### config.mk
export PLATFORM = sky130hd
export DESIGN_NAME = uart_tx_arbiter
export DESIGN_NICKNAME = d
export VERILOG_FILES = /design/src/rtl/uart_tx_arbiter.sv
export SDC_FILE = /design/constraint.sdc
export NUM_CORES = 1
export LEC_CHECK = 0
export CAP_MARGIN = 20
export CELL_PAD_IN_SITES_DETAIL_PLACEMENT = 0
export CELL_PAD_IN_SITES_GLOBAL_PLACEMENT = 1
export CORE_ASPECT_RATIO = 1.2
export CORE_UTILIZATION = 31
export DETAILED_ROUTE_END_ITERATION = 10
export PLACE_DENSITY_LB_ADDON = 0.1
export SLEW_MARGIN = 20
export SYNTH_ARGS = -nofsm -noshare
export SYNTH_HDL_FRONTEND = slang
export SYNTH_SLANG_ARGS = --single-unit
### constraint.sdc
create_clock -name clk_i -period 12 [get_ports clk_i]
set_input_delay 3 -clock clk_i [delete_from_list [all_inputs] [get_ports clk_i]]
set_output_delay 3 -clock clk_i [all_outputs]
set_load 0.01 [all_outputs]
### src/rtl/uart_tx_arbiter.sv
// Round-robin arbiter sharing one uart_tx between N_REQ byte-stream requesters,
// with optional per-requester message locking to keep multi-byte messages contiguous.
module uart_tx_arbiter #(
   parameter int N_REQ = 4,
   parameter int ID_W  = 3
) (
   input  logic                 clk_i,
   input  logic                 reset_n_i,
   input  logic [N_REQ-1:0]     req_valid_i,
   input  logic [8*N_REQ-1:0]   req_data_i,
   input  logic [N_REQ-1:0]     req_last_i,
   output logic [N_REQ-1:0]     req_ready_o,
   output logic                 tx_start_o,
   output logic [7:0]           tx_data_o,
   input  logic                 tx_done_i,
   output logic [ID_W-1:0]      grant_id_o,
   output logic                 busy_o,
   output logic                 locked_o
);

   typedef enum logic [1:0] {
      ST_ARB    = 2'd0,
      ST_LAUNCH = 2'd1,
      ST_WAIT   = 2'd2
   } state_e;

   state_e            state_q, state_d;
   logic              tx_start_q, tx_start_d;
   logic [7:0]        tx_data_q, tx_data_d;
   logic [ID_W-1:0]   grant_id_q, grant_id_d;
   logic [ID_W-1:0]   rr_ptr_q, rr_ptr_d;
   logic              locked_q, locked_d;

   logic              win_vld_s;
   logic [ID_W-1:0]   win_idx_s;
   logic [N_REQ-1:0]  win_oh_s;
   logic [7:0]        win_data_s;
   logic              win_last_s;

   // Winner search: smallest round-robin distance from rr_ptr; only grant_id when locked.
   always_comb begin
      int   dist_v;
      int   best_v;
      logic hit_v;
      win_vld_s  = 1'b0;
      win_idx_s  = '0;
      win_oh_s   = '0;
      win_data_s = 8'h00;
      win_last_s = 1'b0;
      best_v     = N_REQ;
      dist_v     = 0;
      hit_v      = 1'b0;
      for (int i = 0; i < N_REQ; i++) begin
         dist_v = (i >= int'(rr_ptr_q)) ? (i - int'(rr_ptr_q)) : (i + N_REQ - int'(rr_ptr_q));
         hit_v  = req_valid_i[i] && (dist_v < best_v) &&
                  (!locked_q || (ID_W'(i) == grant_id_q));
         win_vld_s  = win_vld_s | hit_v;
         win_idx_s  = hit_v ? ID_W'(i) : win_idx_s;
         win_oh_s   = hit_v ? (N_REQ'(1) << i) : win_oh_s;
         win_data_s = hit_v ? req_data_i[8*i +: 8] : win_data_s;
         win_last_s = hit_v ? req_last_i[i] : win_last_s;
         best_v     = hit_v ? dist_v : best_v;
      end
   end

   // Next-state logic and the Mealy req_ready handshake.
   always_comb begin
      state_d     = state_q;
      tx_start_d  = tx_start_q;
      tx_data_d   = tx_data_q;
      grant_id_d  = grant_id_q;
      rr_ptr_d    = rr_ptr_q;
      locked_d    = locked_q;
      req_ready_o = '0;
      case (state_q)
         ST_ARB: begin
            if (reset_n_i && tx_done_i && win_vld_s) begin
               req_ready_o = win_oh_s;
               tx_data_d   = win_data_s;
               tx_start_d  = 1'b1;
               grant_id_d  = win_idx_s;
               locked_d    = ~win_last_s;
               // The pointer advances only when a message completes.
               rr_ptr_d    = !win_last_s ? rr_ptr_q :
                             (win_idx_s == ID_W'(N_REQ-1)) ? '0 : win_idx_s + ID_W'(1);
               state_d     = ST_LAUNCH;
            end else begin
               state_d = ST_ARB;
            end
         end
         ST_LAUNCH: begin
            if (!tx_done_i) begin
               tx_start_d = 1'b0;
               state_d    = ST_WAIT;
            end else begin
               tx_start_d = 1'b1;
            end
         end
         ST_WAIT: begin
            if (tx_done_i) begin
               state_d = ST_ARB;
            end else begin
               state_d = ST_WAIT;
            end
         end
         default: begin
            state_d    = ST_ARB;
            tx_start_d = 1'b0;
         end
      endcase
   end

   // State and output registers with synchronous active-low reset.
   always_ff @(posedge clk_i) begin
      if (!reset_n_i) begin
         state_q    <= ST_ARB;
         tx_start_q <= 1'b0;
         tx_data_q  <= 8'h00;
         grant_id_q <= '0;
         rr_ptr_q   <= '0;
         locked_q   <= 1'b0;
      end else begin
         state_q    <= state_d;
         tx_start_q <= tx_start_d;
         tx_data_q  <= tx_data_d;
         grant_id_q <= grant_id_d;
         rr_ptr_q   <= rr_ptr_d;
         locked_q   <= locked_d;
      end
   end

   assign tx_start_o = tx_start_q;
   assign tx_data_o  = tx_data_q;
   assign grant_id_o = grant_id_q;
   assign locked_o   = locked_q;
   assign busy_o     = (state_q != ST_ARB);

endmodule

==> metrics.yaml, run 1 <==
clock.fmax_ghz: 0.0894
min_path_type: "reg -> reg"
yosys.area.top_type: "dfxtp_1"
drv_cap: 0
hpwl_um: 3760
synth_top_area_share: 0.217
grt_pass1_wl_um: 7690
endpoint_kind: "output pin"
syn_avg_cell_area_um2: 8.59
cp_max_fo: 15
clock_skew_ns: 0.00156
num_io_pins: 61
vdd_ir_drop_max_mv: 0.0570
fin_nets: 282
grt_pass1_vias: 1659
finalHoldViolations: 0
power_mw: 0.300
drive_gt1_frac: 0.135
synth_edf_count: 0
vias: 1557
cts_tree: "yes"
switching_share: 0.416
status: "finished clean"
grtUsageTotal: 0.197
area_growth_pct: 45.0
pre_cts_slack_ns: 0.791
place_congestion: 0.782
power_leakage_nw: 0.767
synthDistinctLibCells: 56
switching_power_mw: 0.125
p_int_mw: 0.175
post_cts_resized: 0
pwr-share-comb: 0.597
placed_cells_incl_taps: 283
start_util: 0.322
grt_start_max_net_pins: 18
wl_um: 4660
drt_pass1_iterations: 4
via_per_inst: 5.43
r2r_end: "locked_o$_SDFFE_PN0P_"
drt-initial-drc-count: 47
clock_sinks: 16
die-area_mm2: 0.00505
clkPwrFrac: 0.162
final_cells: 287
slew_violations: 0
fin_crit_ns: 11.19
ys.flop_type: "dfxtp_1"
yosys_warnings: 0
cts_buffers: 3
critPathKind: "in -> out"
port_buffers: 59
synth-async-reset-ratio: 0
yosysSeqAreaShare: 0.217
reg2regPathDepth: 23
worstPathArrival_ns: 8.19
syn_area_mm2: 0.00148
hold_depth: 1
diodes: 0
layout_worst_path_cycle_share: 0.932
relSlewSlack: 0.382
worst_slack_ns: 0.810
yosys-top-cells-count: "o21ai_0, dfxtp_1, nand2_1, ha_1"
fillCellCount: 488
path_clk_slew_ns: 0.07
synth_area_leaders: "dfxtp_1, ha_1, o21ai_0"
reg2reg_from: "rr_ptr_q[1]$_SDFFE_PN0P_"
min-delay-start: "tx_start_o$_SDFFE_PN0P_"
clk-insertion-delay-late_ns: 0.25
cts_setup_buffers: 0
ant_nets: 0
crit_start: "req_valid_i[0]"
tightest_slew_ns: 0.927
syn_inst: 172
power_density_mw_per_mm2: 140
ys_seq_elements: 16
antenna_found_initial: 0
setup_viol: 0
pwr-share-seq: 0.241
final_core_util: 0.467
die_h_um: 77.6
cts_root_buf: "clkbuf_8"
start_kind: "input port"
postCtsHoldBufs: 0
rsz0062_at_grt: "no"
dieWidth_um: 65.0
overflow: 0
htree_levels: 1
coreArea_mm2: 0.00459
crit_required_ns: 9.00
drc: 0
rows: 27
yosysMostFrequentCell: "o21ai_0"
wire_per_inst_um: 16.2
cts_buffer_depth: 2
setup_tns_ns: 0
min_to: "tx_start_o$_SDFFE_PN0P_"
r2r_setup_slack_ns: 6.74
## power groups by stage
stage,combinational [mW],sequential (mW),clock (mW)
floorplan,0.121,0.0757,0
global placement,0.176,0.0730,0
detailed placement,0.180,0.0730,0
CTS,0.181,0.0721,0.0500
global route,0.196,0.0742,0.0527
finish,0.179,0.0723,0.0485
## layer usage
layer / part of all wire / vias up / global-route usage
met4: 0.023 / 0 / 0.0696
met2: 0.53 / 54 / 0.386
met3: 0.045 / 11 / 0.0265
met5: 0 / - / 0
met1: 0.40 / 720 / 0.206
li1: - / 772 / -
## cells in the final DEF (no fill, tap or decap), drive strengths merged, types with 3 or more instances in the layout
master,netlist,layout
conb,1,3
nor2,8,8
or2,3,3
o21ai,30,30
o211ai,4,4
and3,6,6
nand2,11,11
clkbuf,4,4
dfxtp,16,16
a31oi,3,3
o21a,5,5
nand2b,4,4
a21oi,9,9
clkdlybuf4s50,0,59
ha,9,9
inv,8,8
nor2b,3,3
a32oi,7,7
a211oi,6,6
## worst max-delay path by stage
stage | to | slack (ns) | cells after the start
final | req_ready_o[1] | 0.81 | 24
after floorplan | req_ready_o[1] | 1.75 | 23
after detailed placement | req_ready_o[1] | 0.79 | 24
after global placement | req_ready_o[1] | 0.85 | 24
after global routing | req_ready_o[1] | 0.40 | 23
after CTS | req_ready_o[1] | 0.77 | 24
## flip-flops by register name, indices dropped and copies added (netlist names)
register    count
rr_ptr_q        2
locked_o        1
tx_data_o       8
state_q         2
tx_start_o      1
grant_id_o      2
## cells by family (layout without fill, tap and decap cells)
logic type | after synthesis | in the layout | synth area share
XOR/XNOR | 1 | 1 | 0.00593
AND/OR/NAND/NOR | 47 | 47 | 0.174
other | 1 | 3 | 0.00254
buffers and inverters | 18 | 73 | 0.0711
adder cells (fa/ha/maj) | 9 | 9 | 0.0762
AO/OA/AOI/OAI | 79 | 79 | 0.446
flip-flops | 16 | 16 | 0.217
multiplexers | 1 | 1 | 0.00762
## critical path: stages
cell and delay (ns):
clkdlybuf4s50_1 0.49, inv_1 0.07, nor2_1 0.15, nand2_1 0.09, ha_1 0.31, o211ai_2 0.21, o211ai_2 0.17, a21oi_2 0.18
buf_4 0.22, nor2_1 0.06, a21oi_1 0.17, ha_1 0.26, o21ai_0 0.16, a21oi_1 0.08, nor2_1 0.30, nor2_1 0.15
nand2_1 0.08, o21ai_0 0.09, ha_1 0.29, or2_2 0.30, a221oi_4 0.39, o21ai_4 0.19, and4_1 0.29, clkdlybuf4s50_1 0.48
## area by class of cell
type / count / area (um^2) / area share
inverters: 8 / 30.0 / 0.0140
well taps: 58 / 72.6 / 0.0339
clock buffers: 4 / 55.1 / 0.0257
flip-flops and latches: 16 / 320 / 0.149
repair buffers: 61 / 606 / 0.283
multi-input cells: 140 / 1060 / 0.494
## metrics by stage
step	hold slack (ns)	cell area, um^2
CTS	0.493	2140
floorplan	0.524	1490
global route	0.515	2140
global placement	0.475	2090
detailed placement	0.476	2090
finish	0.491	2140
(Power assumes the default switching activity.)
==> run 2: changes to the inputs <==
Settings changed: SKIP_CTS_REPAIR_TIMING from default to 1.
==> results of run 2 <==
No change in the layout: final DEF, timing and power equal those of run 1.
==> run 3: changes to the inputs <==
Settings changed: CAP_MARGIN 20 to default, CORE_MARGIN from default to 8.
==> run 3 against run 2 <==
  * Clock skew increased by 0.0079 ns
  * Design area unchanged
  * Fmax up 0.17%
  * Sequential power hardly changed
  * Non-clock buffer count unchanged
  * Routed wire length is 4.5% higher
  * Combinational power about the same
  * Hold slack better by 0.011 ns
  * Via count shrank 1.7%
  * Die area grew 43%
==> metrics.yaml, run 3 (same netlist as run 1, synthesis figures left out) <==
status: "finished clean"
die_h_um: 91.6
grtUsageMet2: 0.255
rows: 27
relSlewSlack: 0.428
post_dp_cell_area_mm2: 0.00209
num_io_pins: 61
globalRouteMet1Util: 0.140
grtUsageMet3: 0.0313
endpoint_kind: "output pin"
clock_skew_ns: 0.00945
reg2regPathDepth: 21
placed_cells_incl_taps: 283
area_growth_pct: 45.0
rsz0062_at_grt: "no"
endpoint: "req_ready_o[1]"
crit_start: "req_valid_i[0]"
cts_buffers: 3
overflow: 0
vdd_ir_drop_max_mv: 0.0625
power_density_mw_per_mm2: 140
port_buffers: 59
path_clk_slew_ns: 0.06
power_leakage_nw: 0.767
layout_common_cells: "clkdlybuf4s50_1, o21ai_0, dfxtp_1"
diodes: 0
start_kind: "input port"
clk-insertion-delay-late_ns: 0.25
clock.fmax_ghz: 0.0895
hpwl_um: 3950
crit_required_ns: 9.00
r2r_setup_slack_ns: 6.62
grtUsageTotal: 0.134
cts_root_buf: "clkbuf_8"
layout_commonest_cell: "clkdlybuf4s50_1"
htree_levels: 1
worstPathArrival_ns: 8.17
cp_max_fo: 15
largest_reg_flops: 8
fillCellCount: 460
grt_pass1_vias: 1666
critPathKind: "in -> out"
wire_per_inst_um: 17.0
final_cell_area_mm2: 0.00214
wl_um: 4880
grt_start_max_net_pins: 18
min_path_type: "reg -> reg"
antenna_found_initial: 0
setup_viol: 0
fin_crit_ns: 11.17
reg2reg_from: "rr_ptr_q[1]$_SDFFE_PN0P_"
slowest_stage: "clkdlybuf4s50_1"
cts_tree: "yes"
multiInputGateArea_mm2: 0.00106
die-area_mm2: 0.00724
setup_tns_ns: 0
drt-initial-drc-count: 57
cts_buffer_depth: 2
vias: 1531
fin_nets: 282
drv_cap: 0
final_cells: 287
place_congestion: 0.802
layout_worst_path_cycle_share: 0.931
final_core_util: 0.467
grt_pass1_wl_um: 7850
power_mw: 0.299
slew_violations: 0
finalHoldViolations: 0
drive_gt1_frac: 0.135
drc: 0
dieWidth_um: 79.0
min-delay-start: "tx_start_o$_SDFFE_PN0P_"
ant_nets: 0
crit_chain: "clkdlybuf4s50_1 > inv_1 > nor2_1 > nand2_1 > ha_1 > o211ai_2 > o211ai_2 > a21oi_2 > a21oi_1 > ha_1 > nor4b_1 > nand2_1 > a2111oi_2 > nor2_1 > nand2_1 > o21ai_0 > ha_1 > or2_2 > a221oi_4 > o21ai_4 > and4_1 > clkdlybuf4s50_1"
start_util: 0.322
critical_path.max_stage_delay_ns: 0.50
tightest_slew_ns: 0.858
clock_sinks: 16
busiest_layer: "met2"
via_per_inst: 5.33
seq_area_um2: 320
coreArea_mm2: 0.00459
drt_pass1_iterations: 4
r2r_end: "locked_o$_SDFFE_PN0P_"
run 3: cell counts in the layout (fill, tap and decap cells not counted):
Identical to the previous run, type by type.
run 3: through the flow:
stage,setup slack [ns],hold slack (ns)
floorplan,1.75,0.524
global placement,0.913,0.482
detailed placement,0.805,0.486
CTS,0.796,0.503
global route,0.463,0.513
finish,0.829,0.501
run 3: power breakdown:
group	internal, mW	switching, mW	leakage (nW)
clock	0.0291	0.0199	0.0288
sequential	0.0636	0.00890	0.131
combinational	0.0824	0.0952	0.607
run 3: worst min-delay path by stage:
| stage | depth (start not counted) | to |
|---|---|---|
| finish | 1 | tx_start_o$_SDFFE_PN0P_ |
| CTS | 1 | tx_start_o$_SDFFE_PN0P_ |
| global placement | 1 | tx_start_o$_SDFFE_PN0P_ |
| detailed placement | 1 | tx_start_o$_SDFFE_PN0P_ |
| global route | 1 | tx_start_o$_SDFFE_PN0P_ |
| floorplan | 2 | state_q[1]$_SDFFE_PN0N_ |
run 3: critical path, delay by kind of cell:
family	cells	cell delay, ns
AOI/OAI and AO/OA	8	1.75
adders and majority gates	3	0.83
buffers and inverters	3	1.05
and+or+nand+nor	8	1.55
run 3: routing by layer:
layer	up-vias	wire length [um]
met4	0	25
met1	726	2050
li1	770	-
met5	-	0
met2	33	2600
met3	2	194
run 3: final cells by class:
cell class,instances,area share
Clock buffer,4,0.0257
Tap cell,58,0.0339
Multi-Input combinational cell,140,0.494
Sequential cell,16,0.149
Timing Repair Buffer,61,0.283
Inverter,8,0.0140
